===== src/rtl/stored_carry_accumulator.sv =====
// -----------------------------------------------------------------------------
// stored_carry_accumulator
//
// Multi-operand unsigned accumulator that keeps its running total in
// stored-carry form. Each operand is added in a single cycle with one full
// adder per bit and no carry propagation. On the last operand of a group the
// total is converted to binary CHUNK bits per cycle. The result is then held on
// an output handshake until the consumer takes it.
//
// Parameters
//   LEN    operand / accumulator / result width in bits
//   CHUNK  bits converted per conversion cycle (LEN must be a multiple of CHUNK)
//
// Ports
//   clk        single clock, rising edge
//   rst_n      asynchronous active-low reset
//   in_valid   operand beat valid
//   in_ready   block can accept an operand (high only while accumulating)
//   in_data    unsigned operand
//   in_last    beat is the final operand of the group
//   out_valid  result valid
//   out_ready  consumer accepts the result
//   out_data   binary sum of the group modulo 2^LEN
//   out_ovf    true group sum was >= 2^LEN (only with SC_ACC_OVF_EN)
//   busy       converting or presenting a result
//
// Build option
//   SC_ACC_OVF_EN  when defined, compiles in the sticky overflow flag that
//                  drives out_ovf. When undefined, dropped carries are
//                  discarded and out_ovf is tied low. out_data is the same
//                  either way.
//
// All outputs are decodes of registered state. There is no combinational path
// from in_valid/out_ready to in_ready/out_valid.
// -----------------------------------------------------------------------------
module stored_carry_accumulator #(
   parameter int unsigned LEN   = 8,
   parameter int unsigned CHUNK = 4
) (
   input  logic           clk,
   input  logic           rst_n,
   input  logic           in_valid,
   output logic           in_ready,
   input  logic [LEN-1:0] in_data,
   input  logic           in_last,
   output logic           out_valid,
   input  logic           out_ready,
   output logic [LEN-1:0] out_data,
   output logic           out_ovf,
   output logic           busy
);

   localparam int unsigned NCONV = LEN / CHUNK;
   localparam int unsigned IdxW  = (NCONV > 1) ? $clog2(NCONV) : 1;
   localparam logic [IdxW-1:0] IdxLast = IdxW'(NCONV - 1);

   typedef enum logic [1:0] {
      StAcc,
      StConv,
      StOut
   } stateT;

   stateT           stateQ, stateD;
   // Stored-carry digits: digit i has value accHi[i] + accLo[i], weight 2^i.
   logic [LEN-1:0]  accHiQ, accHiD;
   logic [LEN-1:0]  accLoQ, accLoD;
   logic [LEN-1:0]  resQ, resD;
   logic            cyQ, cyD;
   logic [IdxW-1:0] idxQ, idxD;
`ifdef SC_ACC_OVF_EN
   logic            ovfQ, ovfD;
   logic            dropCarry;
`endif

   // ---------------------------------------------------------------------------
   // Accumulate step: one full adder per digit, carries shifted up one place.
   // ---------------------------------------------------------------------------
   logic [LEN-1:0] faSum;
   logic [LEN-2:0] faCarry;

   assign faSum   = accLoQ ^ accHiQ ^ in_data;
   assign faCarry = (accLoQ[LEN-2:0] & accHiQ[LEN-2:0])
                  | (accLoQ[LEN-2:0] & in_data[LEN-2:0])
                  | (accHiQ[LEN-2:0] & in_data[LEN-2:0]);

`ifdef SC_ACC_OVF_EN
   // Carry out of the top digit has weight 2^LEN; it cannot be stored.
   assign dropCarry = (accLoQ[LEN-1] & accHiQ[LEN-1])
                    | (accLoQ[LEN-1] & in_data[LEN-1])
                    | (accHiQ[LEN-1] & in_data[LEN-1]);
`endif

   // ---------------------------------------------------------------------------
   // Conversion step: ripple-add hi+lo over the chunk selected by idx.
   // ---------------------------------------------------------------------------
   logic [CHUNK-1:0] convHi;
   logic [CHUNK-1:0] convLo;
   logic [CHUNK:0]   convSum;

   always_comb begin
      convHi = '0;
      convLo = '0;
      for (int unsigned k = 0; k < NCONV; k++) begin
         if (idxQ == IdxW'(k)) begin
            convHi = accHiQ[k*CHUNK +: CHUNK];
            convLo = accLoQ[k*CHUNK +: CHUNK];
         end
      end
      convSum = {1'b0, convHi} + {1'b0, convLo} + {{CHUNK{1'b0}}, cyQ};
   end

   // ---------------------------------------------------------------------------
   // Next-state logic
   // ---------------------------------------------------------------------------
   always_comb begin
      stateD = stateQ;
      accHiD = accHiQ;
      accLoD = accLoQ;
      resD   = resQ;
      cyD    = cyQ;
      idxD   = idxQ;
`ifdef SC_ACC_OVF_EN
      ovfD   = ovfQ;
`endif

      unique case (stateQ)
         StAcc: begin
            // in_ready is high in this state, so in_valid alone is the handshake.
            if (in_valid) begin
               accHiD = faSum;
               accLoD = {faCarry, 1'b0};
`ifdef SC_ACC_OVF_EN
               ovfD   = ovfQ | dropCarry;
`endif
               if (in_last) begin
                  stateD = StConv;
                  idxD   = '0;
                  cyD    = 1'b0;
               end
            end
         end

         StConv: begin
            for (int unsigned k = 0; k < NCONV; k++) begin
               if (idxQ == IdxW'(k)) begin
                  resD[k*CHUNK +: CHUNK] = convSum[CHUNK-1:0];
               end
            end
            cyD = convSum[CHUNK];
            if (idxQ == IdxLast) begin
`ifdef SC_ACC_OVF_EN
               // Final carry-out also has weight 2^LEN.
               ovfD = ovfQ | convSum[CHUNK];
`endif
               stateD = StOut;
            end else begin
               idxD = idxQ + 1'b1;
            end
         end

         StOut: begin
            // res and ovf are untouched here, so the result is stable under
            // back-pressure. The accumulator is cleared for the next group.
            if (out_ready) begin
               stateD = StAcc;
               accHiD = '0;
               accLoD = '0;
               cyD    = 1'b0;
`ifdef SC_ACC_OVF_EN
               ovfD   = 1'b0;
`endif
            end
         end

         default: begin
            stateD = StAcc;
         end
      endcase
   end

   // ---------------------------------------------------------------------------
   // State registers
   // ---------------------------------------------------------------------------
   always_ff @(posedge clk or negedge rst_n) begin
      if (!rst_n) begin
         stateQ <= StAcc;
         accHiQ <= '0;
         accLoQ <= '0;
         resQ   <= '0;
         cyQ    <= 1'b0;
         idxQ   <= '0;
      end else begin
         stateQ <= stateD;
         accHiQ <= accHiD;
         accLoQ <= accLoD;
         resQ   <= resD;
         cyQ    <= cyD;
         idxQ   <= idxD;
      end
   end

`ifdef SC_ACC_OVF_EN
   always_ff @(posedge clk or negedge rst_n) begin
      if (!rst_n) begin
         ovfQ <= 1'b0;
      end else begin
         ovfQ <= ovfD;
      end
   end
`endif

   // ---------------------------------------------------------------------------
   // Outputs: decodes of registered state only
   // ---------------------------------------------------------------------------
   assign in_ready  = (stateQ == StAcc);
   assign out_valid = (stateQ == StOut);
   assign busy      = (stateQ != StAcc);
   assign out_data  = resQ;
`ifdef SC_ACC_OVF_EN
   assign out_ovf   = ovfQ;
`else
   assign out_ovf   = 1'b0;
`endif

endmodule


===== config.mk =====
export PLATFORM = sky130hd
export DESIGN_NAME = stored_carry_accumulator
export DESIGN_NICKNAME = d
export VERILOG_FILES = /design/src/rtl/stored_carry_accumulator.sv
export SDC_FILE = /design/constraint.sdc
export NUM_CORES = 1
export LEC_CHECK = 0
export CORE_MARGIN = 3
export CORE_UTILIZATION = 35
export CTS_CLUSTER_SIZE = 20
export DETAILED_ROUTE_END_ITERATION = 8
export GPL_ROUTABILITY_DRIVEN = 0
export REMOVE_ABC_BUFFERS = 1
export SYNTH_ARGS = -nofsm -noshare
export SYNTH_HDL_FRONTEND = slang
export SYNTH_SLANG_ARGS = --single-unit

===== constraint.sdc =====
create_clock -name clk -period 5.77 [get_ports clk]
set_clock_uncertainty 0.2 [all_clocks]
set_input_delay 1.154 -clock clk [delete_from_list [all_inputs] [get_ports clk]]
set_output_delay 1.154 -clock clk [all_outputs]
set_load 0.01 [all_outputs]

-- After elaboration in Yosys (flattened, before gate mapping)
Index checks and enable logic that the tools add are counted.
- reduce and logical (&&, ||, !) cells: 11
- muxes and demuxes: 18
- equality and inequality tests: 6
- div/mod/pow operators: 0
- bitwise logic cells: 8
- add/subtract/negate cells: 3
- multiply operators: 0
- shift operators: 0
- $lt $le $gt $ge: 0
- operator list (operator ; count):
    8-bit case mux with 2 select lines ; 2
    8-bit 2-to-1 mux ; 3
    7-bit AND ; 3
    8-bit bitwise XOR ; 2
    7-bit bitwise OR ; 2
    2-bit 2-to-1 mux ; 4
    4-bit 2-to-1 mux ; 2
    4-bit AND reduction ; 2
    2-bit case mux with 3 select lines ; 1
    3-bit AND reduction ; 2
    2-bit nonzero test ; 3
    4-bit by 4-bit adder with 5-bit output ; 1
    5-bit by 1-bit adder with 5-bit output ; 1
    1-bit 2-to-1 mux ; 4
    2-bit by 1-bit != test with 1-bit output, second input constant ; 2
    2-bit != test, second input constant ; 2
    2-bit AND reduction ; 2
    1-bit case mux with 3 select lines ; 1
    3-bit nonzero test ; 1
    2-bit by 1-bit equality test with 1-bit output, second input constant ; 1
    2-bit equality test, second input constant ; 1
    2-bit zero test ; 1
    1-bit case mux with 2 select lines ; 1
    1-bit adder, second input constant ; 1
    1-bit NOT ; 1
- output and inout port bits: 12
- bits in latches: 0
- RAM bits: 0
- bits in registers: 28
- word-level logic and storage cells: 53
- memory bits (read-only): 0
- memories kept: 0

-- Logic depth before layout (Yosys ltp)
Gate-level depths: netlist of run 1.
- depth in word-level cells: 5
- depth in mapped cells: 8

-- Least setup slack after synthesis of run 1
OpenSTA, ideal clock, no wires.
- kind: flip-flop to flip-flop
- from: register idxQ
- to: register cyQ
- stages on the path, launching flop included: 9
- path slack: 3.378 ns
- required time: 5.438 ns
- path buffers: 1
- data arrival time: 2.060 ns
- period minus slack after synthesis: 2.392 ns
- path through: dfrtp_1 -> buf_1 -> mux2i_1 -> fa_1 -> inv_1 -> fa_1 -> a21o_1 -> a211oi_1 -> o22ai_1
- word-level cells in the longest chain between the ends: 4
- RTL lines (element ; RTL line ; text):
    from (decl) ; 69 ; logic [IdxW-1:0] idxQ, idxD;
    from (signal assigned) ; 198 ; idxQ <= idxD;
    4-bit 2-to-1 mux ; 104 ; if (idxQ == IdxW'(k)) begin
    4-bit by 4-bit adder with 5-bit output * ; 109 ; convSum = {1'b0, convHi} + {1'b0, convLo} + {{CHUNK{1'b0}}, cyQ};
    5-bit by 1-bit adder with 5-bit output * ; 109 ;
    1-bit case mux with 3 select lines * ; 126 ; unique case (stateQ)
    to (signal assigned) ; 197 ; cyQ <= cyD;
    to (decl) ; 68 ; logic cyQ, cyD;
Mark *: on every way between the ends. The rest lies on a longest branch, timed or not.
A chain may end at the register's enable or synchronous reset.

-- Final worst setup path of run 1
- from: register stateQ[1]
- to: output in_ready
- word-level cells in the longest chain between the ends: 1
- RTL lines (element ; RTL line ; text):
    from (decl) ; 63 ; stateT stateQ, stateD;
    from (signal assigned) ; 186 ; stateQ <= StAcc;
    from (signal assigned) ; 193 ; stateQ <= stateD;
    2-bit zero test ; 215 ; assign in_ready = (stateQ == StAcc);
    to (decl) ; 43 ; output logic in_ready,
Every way passes these cells.

==> results by group, run 1 <==
Critical path
  • Setup crit start kind: register
  • Crit-path max FO: 13
  • Worst Path Required: 4420 ps
  • Setup crit end kind: output pin
  • Critical path arrival: 1740 ps
  • Critical path class: register to output pin

Clocking
  • Max Root-Sink Buffers: 2
  • CTS H-tree lvls: 1
  • Clk root buf: clkbuf_8
  • Setup bufs post-CTS: 0
  • CTS Hold Bufs: 0
  • Post_cts resized: 0
  • Clk_lat worst skew: 270 ps
  • Num CTS Buffers: 3
  • CTS tree: done
  • # clock sinks: 27
  • Clock Pin Slew Worst Setup and Hold Paths: 90 ps

Synthesis
  • Largest family of logic cells by synthesized area: compound AO/OA/AOI/OAI gates
  • Multiplexer area fraction after synthesis: 0.0763
  • Synthesized area: 1440 um^2
  • Synth Area in XOR/XNOR: 0.0121
  • Sequential element share of the synthesized area: 0.468
  • Post-Synth Adder-Cell Area: 0.146
  • #FFs+latches synth: 27
  • Synth Area in Compound Gates: 0.157
  • Post-synthesis cell type count: 31
  • Post-Syn Area per Cell: 11.6 um^2
  • Post-synthesis simple-gate area fraction: 0.0936
  • Yosys warns: 0
  • Syn Inst Count: 124

Cells and area
  • N_diodes: 0
  • Area delta synth->final: 22.2%
  • Filler cell count: 365
  • Fraction of layout cells with a size suffix above 1: 0.102
  • Fin cells: 195
  • Fin nets: 173
  • Post-route cell area: 1760 um^2
  • Post-layout util: 0.461

Power
  • Pwr Total: 0.951 mW
  • Maximum vdd drop: 219 uV
  • Leakage: 0.821 nW
  • PwrDens: 539 nW/um^2

GRT
  • Grt ovf: 0
  • Vias in the first global route: 1041
  • GRT Util Overall: 0.126
  • Initial antenna violation count: 0
  • Largest net degree at the start of global routing: 28
  • First-pass GRT wire length: 5050 um

Timing
  • Fmax: 324 MHz
  • Period minus WS final: 3090 ps
  • Final WS setup: 2680 ps
  • Hold WS: 280 ps
  • Worst relative slew slack: 0.662
  • Slew Viols, Final: 0
  • Count of final hold-check violations: 0
  • RSZ-0062 raised after global routing: no
  • Final TNS setup: 0 ps
  • Final setup fails: 0
  • Least-Margin Pin Slew: 506 ps
  • Period utilization: 0.535

Floorplanning
  • Starting Density: 0.377
  • Die span in y: 70.2 um
  • CORE AREA: 3830 um^2
  • Cell Rows: 22
  • Area of the die: 4930 um^2
  • I/O pin count: 25
  • Die Width: 70.2 um

Route
  • Final WL: 2720 um
  • Antenna Violating Nets Remaining: 0
  • WL/cell: 14.0 um
  • Residual DRC: 0
  • Drt first-iter violations: 35
  • DR vias: 979
  • Via/cell ratio: 5.02
  • 1st-pass router iterations: 4

Place
  • Dpl cells: 191
  • I/O Buffers: 23
  • Hpwl dp: 2100 um
  • Post-DP Area: 1720 um^2
  • Setup WS pre-CTS: 2960 ps

Flow run
  • Max-cap viol count: 0

Min path
  • Worst Hold Class: register to register

Status
  • Status: finished, final reports clean
-- where the power goes --
group / internal, mW / total [mW] / switching (mW)
logic: 0.258 / 0.483 / 0.224
registers: 0.275 / 0.364 / 0.0889
clock network: 0.0483 / 0.104 / 0.0562
-- path summary, 6_finish.rpt --
kind,slack (ps),depth (start not counted),to,start
setup / recovery,2680,3,in_ready,stateQ[1]$_DFFE_PN0P_
hold / removal,280,1,accHiQ[7]$_DFFE_PN0P_,accHiQ[7]$_DFFE_PN0P_
setup reg to reg,3310,7,cyQ$_DFFE_PN0P_,idxQ$_DFFE_PN0P_
hold reg to reg,280,1,accHiQ[7]$_DFFE_PN0P_,accHiQ[7]$_DFFE_PN0P_
max in group asynchronous,4050,2,stateQ[0]$_DFFE_PN0P_,rst_n
min in group asynchronous,1060,2,out_data[4]$_DFFE_PN0P_,rst_n
-- registers in the layout, indices dropped and copies added (netlist names) --
| signal | count |
|---|---|
| cyQ | 1 |
| idxQ | 1 |
| accHiQ | 8 |
| accLoQ | 7 |
| out_data | 8 |
| stateQ | 2 |
-- cell families (layout without fill, tap and decap cells) --
| kind of cell | after synthesis | in the layout |
|---|---|---|
| AND/OR/NAND/NOR | 26 | 26 |
| other | 1 | 1 |
| buffers and inverters | 15 | 38 |
| XOR/XNOR | 2 | 2 |
| AO/OA/AOI/OAI | 31 | 31 |
| adder cells (fa/ha/maj) | 12 | 12 |
| flip-flops | 27 | 27 |
| multiplexers | 10 | 10 |
-- worst max-delay path, stage by stage (launching register included) --
cell and delay [ps]:
dfrtp_1 500, or2_2 340, inv_1 90, clkdlybuf4s50_1 540
-- Yosys cell counts --
cell type | n | area [um^2]
dfrtp_1 | 27 | 676
nand2_1 | 14 | 52.6
a22o_1 | 12 | 105
inv_1 | 9 | 33.8
o21ai_0 | 9 | 45.0
fa_1 | 8 | 160
mux2_2 | 8 | 90.1
ha_1 | 4 | 50.1
buf_2 | 3 | 15.0
nand3_1 | 3 | 15.0
a211o_1 | 2 | 17.5
a21o_1 | 2 | 15.0
mux2i_1 | 2 | 20.0
nand3b_1 | 2 | 15.0
nor3b_1 | 2 | 15.0
o2bb2ai_1 | 2 | 17.5
a211oi_1 | 1 | 7.51
a21oi_1 | 1 | 5.00
a22oi_1 | 1 | 7.51
and4b_1 | 1 | 10.0
buf_1 | 1 | 3.75
buf_4 | 1 | 7.51
clkbuf_2 | 1 | 5.00
conb_1 | 1 | 3.75
nand2b_1 | 1 | 6.26
nand4_1 | 1 | 6.26
o22ai_1 | 1 | 6.26
or2_2 | 1 | 6.26
or3b_1 | 1 | 8.76
xnor2_1 | 1 | 8.76
xor2_1 | 1 | 8.76
-- placed cells by master, fill, tap and decap left out, types with 3 or more instances in the layout --
| master | instances |
|---|---|
| a22o_1 | 12 |
| clkbuf_8 | 3 |
| clkdlybuf4s50_1 | 23 |
| dfrtp_1 | 27 |
| fa_1 | 8 |
| ha_1 | 4 |
| inv_1 | 9 |
| mux2_2 | 8 |
| nand2_1 | 14 |
| nand3_1 | 3 |
| o21ai_0 | 9 |
-- metal layers --
metal  vias up  share of wire  global-route usage
met5         -              0                   0
met4         0         0.0033              0.0191
met3         2          0.038              0.0302
met2        20           0.49               0.212
met1       475           0.47               0.167
li1        482              -                   -
-- final cells by class --
class	instances	area [um^2]	share of cell area
Multi-Input combinational cell	82	703	0.399
Sequential cell	27	676	0.383
Timing Repair Buffer	25	245	0.139
Tap cell	48	60.1	0.0340
Clock buffer	3	41.3	0.0234
Inverter	9	33.8	0.0191
Clock inverter	1	5.00	0.00284
Note: power is estimated with default switching activity, not from simulation.
==> run 2: changes to the inputs <==
clock period = 3.1 ns   (was 5.77 ns; I/O delays follow)
==> run 2 against run 1 <==
Effect of this change: worst hold slack better by 5.6 ps; highest routed layer unchanged; count of clock-buffer cells in the layout increased by 1; clock power increased by 92%; critical path depth unchanged; combinational power is 86% higher; critical path type unchanged; largest power group unchanged; cell count unchanged; setup slack worse by 2200 ps; sequential share of layout area about the same.
==> results by group, run 2 (synthesized netlist as in run 1, its figures left out) <==
Cells and area
  • Most frequent cells in the layout: dfrtp_1, clkdlybuf4s50_1, nand2_1, a22o_1
  • Fin nets: 173
  • Area delta synth->final: 22.1%
  • N_diodes: 0
  • Commonest non-fill, non-tap cell in the layout: dfrtp_1
  • Post-route cell area: 1760 um^2
  • Filler cell count: 364
  • Fraction of layout cells with a size suffix above 1: 0.0952

Clocking
  • Clock Pin Slew Worst Setup and Hold Paths: 90 ps
  • Clk_lat worst skew: 270 ps
  • Num CTS Buffers: 3
  • Clk root buf: clkbuf_8
  • Post_cts resized: 0
  • # clock sinks: 27
  • Setup bufs post-CTS: 0
  • CTS tree: done
  • Max Root-Sink Buffers: 2
  • CTS Hold Bufs: 0
  • CTS H-tree lvls: 1

GRT
  • Initial antenna violation count: 0
  • Vias in the first global route: 1031
  • GRT Util Overall: 0.123
  • Grt ovf: 0
  • First-pass GRT wire length: 4950 um
  • Largest net degree at the start of global routing: 28

Floorplanning
  • I/O pin count: 25
  • Area of the die: 4930 um^2
  • Die span in y: 70.2 um
  • CORE AREA: 3830 um^2
  • Die Width: 70.2 um
  • Cell Rows: 22
  • Starting Density: 0.377

Timing
  • Slew Viols, Final: 0
  • Worst relative slew slack: 0.667
  • Fmax: 388 MHz
  • Period minus WS final: 2580 ps
  • RSZ-0062 raised after global routing: no
  • Least-Margin Pin Slew: 498 ps
  • Period utilization: 0.832
  • Count of final hold-check violations: 0
  • Final setup fails: 0
  • Final TNS setup: 0 ps

Place
  • Post-DP Area: 1720 um^2
  • Hpwl dp: 2110 um
  • I/O Buffers: 23

Critical path
  • Max incr delay on CP: 540 ps
  • Crit-path max FO: 13
  • Crit-path cells: or2_2 -> inv_1 -> clkdlybuf4s50_1
  • Setup crit start kind: register
  • Critical path startpoint: stateQ[1]$_DFFE_PN0P_
  • RR Startpoint: idxQ$_DFFE_PN0P_
  • Slowest stage cell, crit path: clkdlybuf4s50_1
  • Critical path class: register to output pin
  • Critical path arrival: 1760 ps
  • Worst Path Required: 2280 ps
  • Setup crit end kind: output pin

Route
  • 1st-pass router iterations: 4
  • Residual DRC: 0
  • DR vias: 1010
  • WL/cell: 14.0 um
  • Antenna Violating Nets Remaining: 0
  • Via/cell ratio: 5.18
  • Final WL: 2740 um
  • Drt first-iter violations: 27

Power
  • Pwr Total: 1.78 mW
  • Maximum vdd drop: 359 uV
  • Leakage: 0.818 nW
  • PwrDens: 1010 nW/um^2

Flow run
  • Max-cap viol count: 0

Min path
  • Worst Hold Class: register to register
  • Hold Path Origin: out_data[2]$_DFFE_PN0P_

Status
  • Status: finished, final reports clean
[run 2: report_power, final]
part           switching [mW]  internal, mW  total, mW
Combinational           0.418         0.481      0.898
Clock                   0.108        0.0920      0.200
Sequential              0.171         0.512      0.683
Total                   0.696          1.09       1.78
[run 2: metal layers]
layer / vias to the layer above / GRT usage / wire, um
met5: - / 0 / 0
met4: 0 / 0.0255 / 10
met1: 511 / 0.174 / 1320
li1: 481 / - / -
met2: 16 / 0.196 / 1320
met3: 2 / 0.0230 / 85
[run 2: cell type report]
class / instances / area, um^2 / area share
Clock buffer: 4 / 45.0 / 0.0256
Inverter: 9 / 33.8 / 0.0192
Multi-Input combinational cell: 82 / 703 / 0.399
Sequential cell: 27 / 676 / 0.383
Tap cell: 48 / 60.1 / 0.0341
Timing Repair Buffer: 25 / 245 / 0.139
[run 2: final timing paths]
path / slack (ps) / to / depth (start not counted)
setup / recovery: 520 / in_ready / 3
max in group asynchronous: 1940 / accLoQ[3]$_DFFE_PN0P_ / 2
hold reg to reg: 290 / out_data[2]$_DFFE_PN0P_ / 2
setup reg to reg: 700 / cyQ$_DFFE_PN0P_ / 7
min in group asynchronous: 510 / out_data[0]$_DFFE_PN0P_ / 2
hold / removal: 290 / out_data[2]$_DFFE_PN0P_ / 2
[run 2: worst max-delay path, delay by kind of cell, from the launching register on]
family / cells / cell delay [ps]
buffers and inverters: 2 / 640
DFF: 1 / 510
and+or+nand+nor: 1 / 350
[run 2: per-stage QoR]
| stage | worst slack [ps] | util | cells | hold WS [ps] |
|---|---|---|---|---|
| 2_1_floorplan | 856 | - | 118 | 124 |
| 3_3_place_gp | 758 | 0.449 | 191 | 263 |
| 3_5_place_dp | 685 | 0.449 | 191 | 273 |
| 4_1_cts | 512 | 0.461 | 195 | 295 |
| 5_1_grt | 412 | 0.461 | 195 | 329 |
| 6_report | 520 | 0.461 | 195 | 286 |
